[config.mk]
export PLATFORM = sky130hd
export DESIGN_NAME = regfile_wr_arbiter_flat
export DESIGN_NICKNAME = d
export VERILOG_FILES = /design/src/rtl/regfile_wr_arbiter_if.sv /design/src/rtl/regfile_wr_arbiter.sv /design/src/flat_wrapper.sv
export SDC_FILE = /design/constraint.sdc
export NUM_CORES = 1
export LEC_CHECK = 0
export ABC_CLOCK_PERIOD_IN_PS = 6500
export CORE_AREA = 8 8 112 114
export DETAILED_ROUTE_END_ITERATION = 8
export DIE_AREA = 0 0 120 122
export HOLD_SLACK_MARGIN = 0.03
export MAX_ROUTING_LAYER = met4
export PLACE_DENSITY = 0.91
export REMOVE_ABC_BUFFERS = 1
export SLEW_MARGIN = 20
export SYNTH_ARGS = -nofsm -noshare
export SYNTH_HDL_FRONTEND = slang
export SYNTH_SLANG_ARGS = --single-unit
[constraint.sdc]
create_clock -name clk -period 6.5 [get_ports clk]
set_clock_uncertainty 0.15 [all_clocks]
set_input_delay 1.3 -clock clk [delete_from_list [all_inputs] [get_ports clk]]
set_output_delay 1.3 -clock clk [all_outputs]
set_load 0.03 [all_outputs]
[src/rtl/regfile_wr_arbiter_if.sv]
// Register-file write-port bundle: writeback source, MDU valid/ready source,
// the merged write port and the hazard/stall side outputs.
interface regfile_wr_arbiter_if;
    logic        wb_valid;
    logic [4:0]  wb_rd;
    logic [31:0] wb_data;
    logic        mdu_valid;
    logic        mdu_ready;
    logic [4:0]  mdu_rd;
    logic [31:0] mdu_data;
    logic        regwrite;
    logic [4:0]  rd;
    logic [31:0] writedata;
    logic [31:0] pending_mask;
    logic        stall_req;

    modport master (
        output wb_valid, wb_rd, wb_data, mdu_valid, mdu_rd, mdu_data,
        input  mdu_ready, regwrite, rd, writedata, pending_mask, stall_req
    );

    modport slave (
        input  wb_valid, wb_rd, wb_data, mdu_valid, mdu_rd, mdu_data,
        output mdu_ready, regwrite, rd, writedata, pending_mask, stall_req
    );
endinterface

[src/rtl/regfile_wr_arbiter.sv]
// Merges the fixed-priority writeback stream and the buffered MDU result stream
// onto the single register-file write port, with hazard mask and anti-starvation stall.
module regfile_wr_arbiter #(
    parameter int FIFO_DEPTH   = 2,
    parameter int STARVE_LIMIT = 4
) (
    input logic                 clk,
    input logic                 rst,
    regfile_wr_arbiter_if.slave bus
);
    localparam int PW = $clog2(FIFO_DEPTH);
    localparam int CW = PW + 1;

    logic [FIFO_DEPTH-1:0] live_q, live_d;
    logic [4:0]            ent_rd_q   [FIFO_DEPTH];
    logic [31:0]           ent_data_q [FIFO_DEPTH];
    logic [PW-1:0]         rptr_q, rptr_d, wptr_q, wptr_d;
    logic [CW-1:0]         count_q, count_d;
    logic [3:0]            age_q, age_d;
    logic                  regwrite_q, regwrite_d;
    logic [4:0]            rd_q, rd_d;
    logic [31:0]           wdata_q, wdata_d;

    logic wb_grant, nonempty, head_live, pop, enq, mdu_grant;
    logic [31:0] mask;

    function automatic logic [3:0] sat_inc4(input logic [3:0] v);
        return (v == 4'hF) ? v : v + 4'd1;
    endfunction

    assign bus.mdu_ready = (count_q < CW'(FIFO_DEPTH));
    assign enq           = bus.mdu_valid && bus.mdu_ready && (bus.mdu_rd != 5'd0);
    assign wb_grant      = bus.wb_valid && (bus.wb_rd != 5'd0);
    assign nonempty      = (count_q != '0);
    assign head_live     = live_q[rptr_q];
    // The head leaves whenever WB does not claim the port, dead or alive.
    assign pop           = nonempty && !wb_grant;
    assign mdu_grant     = pop && head_live;

    always_comb begin
        live_d     = live_q;
        rptr_d     = rptr_q;
        wptr_d     = wptr_q;
        count_d    = count_q;
        age_d      = age_q;
        regwrite_d = 1'b0;
        rd_d       = rd_q;
        wdata_d    = wdata_q;

        if (wb_grant) begin
            regwrite_d = 1'b1;
            rd_d       = bus.wb_rd;
            wdata_d    = bus.wb_data;
            for (int i = 0; i < FIFO_DEPTH; i++) begin
                if (ent_rd_q[i] == bus.wb_rd) live_d[i] = 1'b0;
            end
        end else if (mdu_grant) begin
            regwrite_d = 1'b1;
            rd_d       = ent_rd_q[rptr_q];
            wdata_d    = ent_data_q[rptr_q];
        end

        if (pop) begin
            live_d[rptr_q] = 1'b0;
            rptr_d         = rptr_q + 1'b1;
        end
        // Applied after the kill so a same-cycle enqueue is never killed.
        if (enq) begin
            live_d[wptr_q] = 1'b1;
            wptr_d         = wptr_q + 1'b1;
        end

        if (enq && !pop)      count_d = count_q + 1'b1;
        else if (!enq && pop) count_d = count_q - 1'b1;

        if (!nonempty || pop)          age_d = 4'd0;
        else if (head_live && wb_grant) age_d = sat_inc4(age_q);
    end

    always_ff @(posedge clk or posedge rst) begin
        if (rst) begin
            live_q     <= '0;
            rptr_q     <= '0;
            wptr_q     <= '0;
            count_q    <= '0;
            age_q      <= 4'd0;
            regwrite_q <= 1'b0;
            rd_q       <= 5'd0;
            wdata_q    <= 32'd0;
        end else begin
            live_q     <= live_d;
            rptr_q     <= rptr_d;
            wptr_q     <= wptr_d;
            count_q    <= count_d;
            age_q      <= age_d;
            regwrite_q <= regwrite_d;
            rd_q       <= rd_d;
            wdata_q    <= wdata_d;
        end
    end

    always_ff @(posedge clk) begin
        if (enq) begin
            ent_rd_q[wptr_q]   <= bus.mdu_rd;
            ent_data_q[wptr_q] <= bus.mdu_data;
        end
    end

    always_comb begin
        mask = 32'd0;
        for (int i = 0; i < FIFO_DEPTH; i++) begin
            if (live_q[i]) mask[ent_rd_q[i]] = 1'b1;
        end
    end

    assign bus.pending_mask = mask;
    assign bus.stall_req    = (age_q >= 4'(STARVE_LIMIT));
    assign bus.regwrite     = regwrite_q;
    assign bus.rd           = rd_q;
    assign bus.writedata    = wdata_q;
endmodule

[src/flat_wrapper.sv]
// flat-port wrapper written by rule: the top's interface ports become plain ports
module regfile_wr_arbiter_flat 
#(
    parameter int FIFO_DEPTH   = 2,
    parameter int STARVE_LIMIT = 4
)
  (clk, rst, bus_wb_valid, bus_wb_rd, bus_wb_data, bus_mdu_valid, bus_mdu_rd, bus_mdu_data, bus_mdu_ready, bus_regwrite, bus_rd, bus_writedata, bus_pending_mask, bus_stall_req);
  regfile_wr_arbiter_if bus_i ();
  input logic clk;
  input logic rst;
  input wire logic [$bits(bus_i.wb_valid)-1:0] bus_wb_valid;
  input wire logic [$bits(bus_i.wb_rd)-1:0] bus_wb_rd;
  input wire logic [$bits(bus_i.wb_data)-1:0] bus_wb_data;
  input wire logic [$bits(bus_i.mdu_valid)-1:0] bus_mdu_valid;
  input wire logic [$bits(bus_i.mdu_rd)-1:0] bus_mdu_rd;
  input wire logic [$bits(bus_i.mdu_data)-1:0] bus_mdu_data;
  output wire logic [$bits(bus_i.mdu_ready)-1:0] bus_mdu_ready;
  output wire logic [$bits(bus_i.regwrite)-1:0] bus_regwrite;
  output wire logic [$bits(bus_i.rd)-1:0] bus_rd;
  output wire logic [$bits(bus_i.writedata)-1:0] bus_writedata;
  output wire logic [$bits(bus_i.pending_mask)-1:0] bus_pending_mask;
  output wire logic [$bits(bus_i.stall_req)-1:0] bus_stall_req;
  assign bus_i.wb_valid = bus_wb_valid;
  assign bus_i.wb_rd = bus_wb_rd;
  assign bus_i.wb_data = bus_wb_data;
  assign bus_i.mdu_valid = bus_mdu_valid;
  assign bus_i.mdu_rd = bus_mdu_rd;
  assign bus_i.mdu_data = bus_mdu_data;
  assign bus_mdu_ready = bus_i.mdu_ready;
  assign bus_regwrite = bus_i.regwrite;
  assign bus_rd = bus_i.rd;
  assign bus_writedata = bus_i.writedata;
  assign bus_pending_mask = bus_i.pending_mask;
  assign bus_stall_req = bus_i.stall_req;
  regfile_wr_arbiter #(.FIFO_DEPTH(FIFO_DEPTH), .STARVE_LIMIT(STARVE_LIMIT)) u_core (.clk(clk), .rst(rst), .bus(bus_i));
endmodule
==> impl_metrics.csv <==
group,metric,value,unit
job,cap_violations,0,
clock_tree,post_cts_buffers,0,
clock_tree,htree_levels,4,
layout,fillers,687,
logic_synthesis,synth-compound-area-share,0.0861,
critical_path,end_kind,"output port",
placed_design,hpwl,9800,um
drt,wl_per_cell,20.7,um
layout,final_nets,637,
timing,fmax,250,MHz
floorplan,io_pins,150,
logic_synthesis,postSynthCellCount,411,
timing,setup_viol,0,
critical_path,max_stage_delay,710,ps
global_route,grt_pass1_vias,4369,
global_route,grt_pass1_wl,23100,um
floorplan,core_area,10700,um^2
logic_synthesis,yosys-top-cells-count,"74 x edfxtp_1, 48 x dfrtp_1, 43 x nand2_1",
logic_synthesis,yosysMostFrequentCell,"edfxtp_1",
floorplan,initial_core_util,0.507,
critical_path,start_kind,"flop",
layout,drive_gt1_frac,0.146,
logic_synthesis,synth_xor_area_frac,0.0259,
timing,period_share,0.615,
outcome,status,"complete, no violations",
logic_synthesis,synthAdderAreaFrac,0.00462,
global_route,grt_usage,0.207,
drt,drt_drc_violations_left,0,
logic_synthesis,synth-edff-count,74,
layout,syn2layout_area_growth,41.5,%
logic_synthesis,yosysWarnings,0,
logic_synthesis,synth_ff_type,"edfxtp_1",
critical_path,cp_max_fo,8,
logic_synthesis,async_flop_share,0.393,
timing,finalCriticalPeriod,4000,ps
power_and_ir_drop,clkPwrFrac,0.298,
clock_tree,tritoncts.num_buffers,17,
drt,via_per_inst,5.73,
power_and_ir_drop,pwr-share-seq,0.356,
layout,final_cells,712,
clock_tree,cts_hold_buf,0,
placed_design,dp_cells,677,
placed_design,port_buffers,149,
logic_synthesis,seq_area_frac_synth,0.632,
layout,register_area,3420,um^2
power_and_ir_drop,combPwrFrac,0.346,
critical_path,crit_chain,"or3b_2, o22ai_1, clkdlybuf4s50_1",
placed_design,place.gp.congestion,0.954,
clock_tree,post_cts_resized,0,
timing,slew_viol_final,0,
power_and_ir_drop,vdd_ir_drop_max,0.349,mV
drt,postRouteAntennaNets,0,
logic_synthesis,synth.distinct_cells,37,
drt,vias,4077,
drt,firstDrtPassIters,7,
logic_synthesis,synth_top_area_cell,"edfxtp_1",
logic_synthesis,synth.area.mux_share,0.149,
clock_tree,cts_tree,"yes",
clock_tree,insertion_delay,510,ps
logic_synthesis,ys_ff_latch,122,
clock_tree,clock_sinks,122,
power_and_ir_drop,leakage,0.00279,uW
floorplan,rows,38,
timing,hold_viol,0,
logic_synthesis,synth_top_area_share,0.410,
power_and_ir_drop,p_sw_frac,0.340,
logic_synthesis,synth_top_family_by_area,"multiplexers",
critical_path,required,5050,ps
global_route,grt_overflow,0,
critical_path,arrival,2550,ps
clock_tree,clock_tree.root_cell,"clkbuf_8",
logic_synthesis,ys_top_cells_by_area,"edfxtp_1 41%, dfrtp_1 22%, mux2_2 7.7%",
timing,relSlewSlack,0.353,
floorplan,die_w,120,um
clock_tree,cts.path.max_buffers,2,
drt,wl,14700,um
critical_path,worst-setup-path-type,"reg2out",
min_path,hold_path_class,"reg2reg",
floorplan,die_h,122,um
layout,multiInputGateArea,1890,um^2
timing,rsz0062_at_grt,"no",
global_route,grt_start_max_net_pins,74,
critical_path,cp_num_buf_inv,1,
logic_synthesis,avgSynthCellArea,13.2,um^2
logic_synthesis,syn-cell-area,5420,um^2
clock_tree,clk_pin_slew,60,ps
placed_design,place_area,7000,um^2
global_route,antenna_found_initial,1,
power_and_ir_drop,p_int,2200,uW
layout,final_area,7670,um^2
critical_path,crit_path_top_delay_cell,"clkdlybuf4s50_1",
timing,setup-tns-final,0,ps
logic_synthesis,yosys.area_share.simple,0.0801,
critical_path,path_delay_family,"buffers and inverters",
power_and_ir_drop,p_sw,1130,uW
power_and_ir_drop,power_density,435,nW/um^2
drt,initialDrtViolationCount,396,
floorplan,die_area,14600,um^2
critical_path,regToRegSetupSlack,3130,ps
timing,worst_slew_pin_slew,970,ps
==> metal layers <==
layer  part of all wire  GRT usage
met1               0.39      0.232
met4              0.015     0.0617
met3              0.085     0.0676
met2               0.51      0.349
met5                  0          -
==> cell type report <==
cell class              instances  share of cell area
inverters                       4             0.00212
multi-input cells             261               0.246
repair buffers                151               0.199
flip-flops and latches        122               0.447
clock inverters                13              0.0246
well taps                     140              0.0228
diodes                          2            0.000653
clock buffers                  19              0.0576
==> metrics by stage <==
stage | util | hold WS (ps) | total power [uW] | setup slack [ps]
final | 0.717 | 395 | 3340 | 2500
after global routing | 0.716 | 405 | 3470 | 2400
after CTS | 0.714 | 397 | 3340 | 2500
after detailed placement | 0.655 | 381 | 2330 | 2690
after global placement | 0.654 | 352 | 2280 | 2500
after floorplan | - | 305 | 1890 | 2600
==> sequential cells by signal, summed over array words and instances (netlist names) <==
| name | cells |
|---|---|
| u_core.bus.regwrite | 1 |
| u_core.bus.writedata | 32 |
| u_core.rptr_q | 1 |
| u_core.age_q | 4 |
| u_core.wptr_q | 1 |
| u_core.count_q | 2 |
| u_core.ent_data_q | 64 |
| u_core.bus.rd | 5 |
| u_core.live_q | 2 |
| u_core.ent_rd_q | 10 |
==> worst reg2reg max path, delay by kind of cell, from the launching register on <==
kind	cells	cell delay [ps]
DFF	1	990
AOI/OAI and AO/OA	1	180
buffers and inverters	1	500
muxes	2	720
and+or+nand+nor	1	660
==> worst paths after layout <==
| kind | end | start | cells after the start |
|---|---|---|---|
| max | bus_pending_mask[4] | u_core.ent_rd_q[0][0]$_DFFE_PP_ | 3 |
| min | u_core.wptr_q$_DFFE_PP0P_ | u_core.wptr_q$_DFFE_PP0P_ | 1 |
| max reg2reg | u_core.bus.writedata[22]$_DFFE_PP0P_ | u_core.rptr_q$_DFFE_PP0P_ | 5 |
| min reg2reg | u_core.wptr_q$_DFFE_PP0P_ | u_core.wptr_q$_DFFE_PP0P_ | 1 |
| max in group asynchronous | u_core.rptr_q$_DFFE_PP0P_ | rst | 2 |
| min in group asynchronous | u_core.bus.writedata[18]$_DFFE_PP0P_ | rst | 2 |
==> logic make-up (layout without fill, tap and decap cells) <==
group           after synthesis  in the layout
compound gates               81             81
simple gates                 86             86
mux                          76             76
fa+ha+maj                     2              2
buf+inv                      28            187
xor+xnor                     16             16
flops                       122            122
other cells                   0              2
==> layout by cell type, fill, tap and decap left out, drive strengths merged, types with 2 or more instances in the layout <==
cell           synthesis  final
clkinv                 0      5
nand3b                10     10
o22ai                 32     32
mux2                  37     37
mux2i                 39     39
nor4                   2      2
xnor2                  9      9
clkbuf                19     19
diode                  0      2
nand2                 43     43
edfxtp                74     74
dfrtp                 48     48
or3                    4      4
o21ai                 41     41
nand3                  6      6
or3b                   4      4
nor2                   7      7
bufinv                 0      4
ha                     2      2
xor2                   7      7
inv                    4      6
nor3                   5      5
buf                    5      2
clkdlybuf4s50          0    149
clkinvlp               0      2
==> power by group through the flow <==
| stage | clock, uW | combinational [uW] | sequential, uW |
|---|---|---|---|
| after global routing | 1040 | 1230 | 1210 |
| after floorplan | 0 | 577 | 1320 |
| after detailed placement | 0 | 1130 | 1200 |
| after CTS | 1000 | 1150 | 1190 |
| final | 995 | 1150 | 1190 |
| after global placement | 0 | 1100 | 1180 |
No activity file was read; power rests on OpenSTA's default activity.
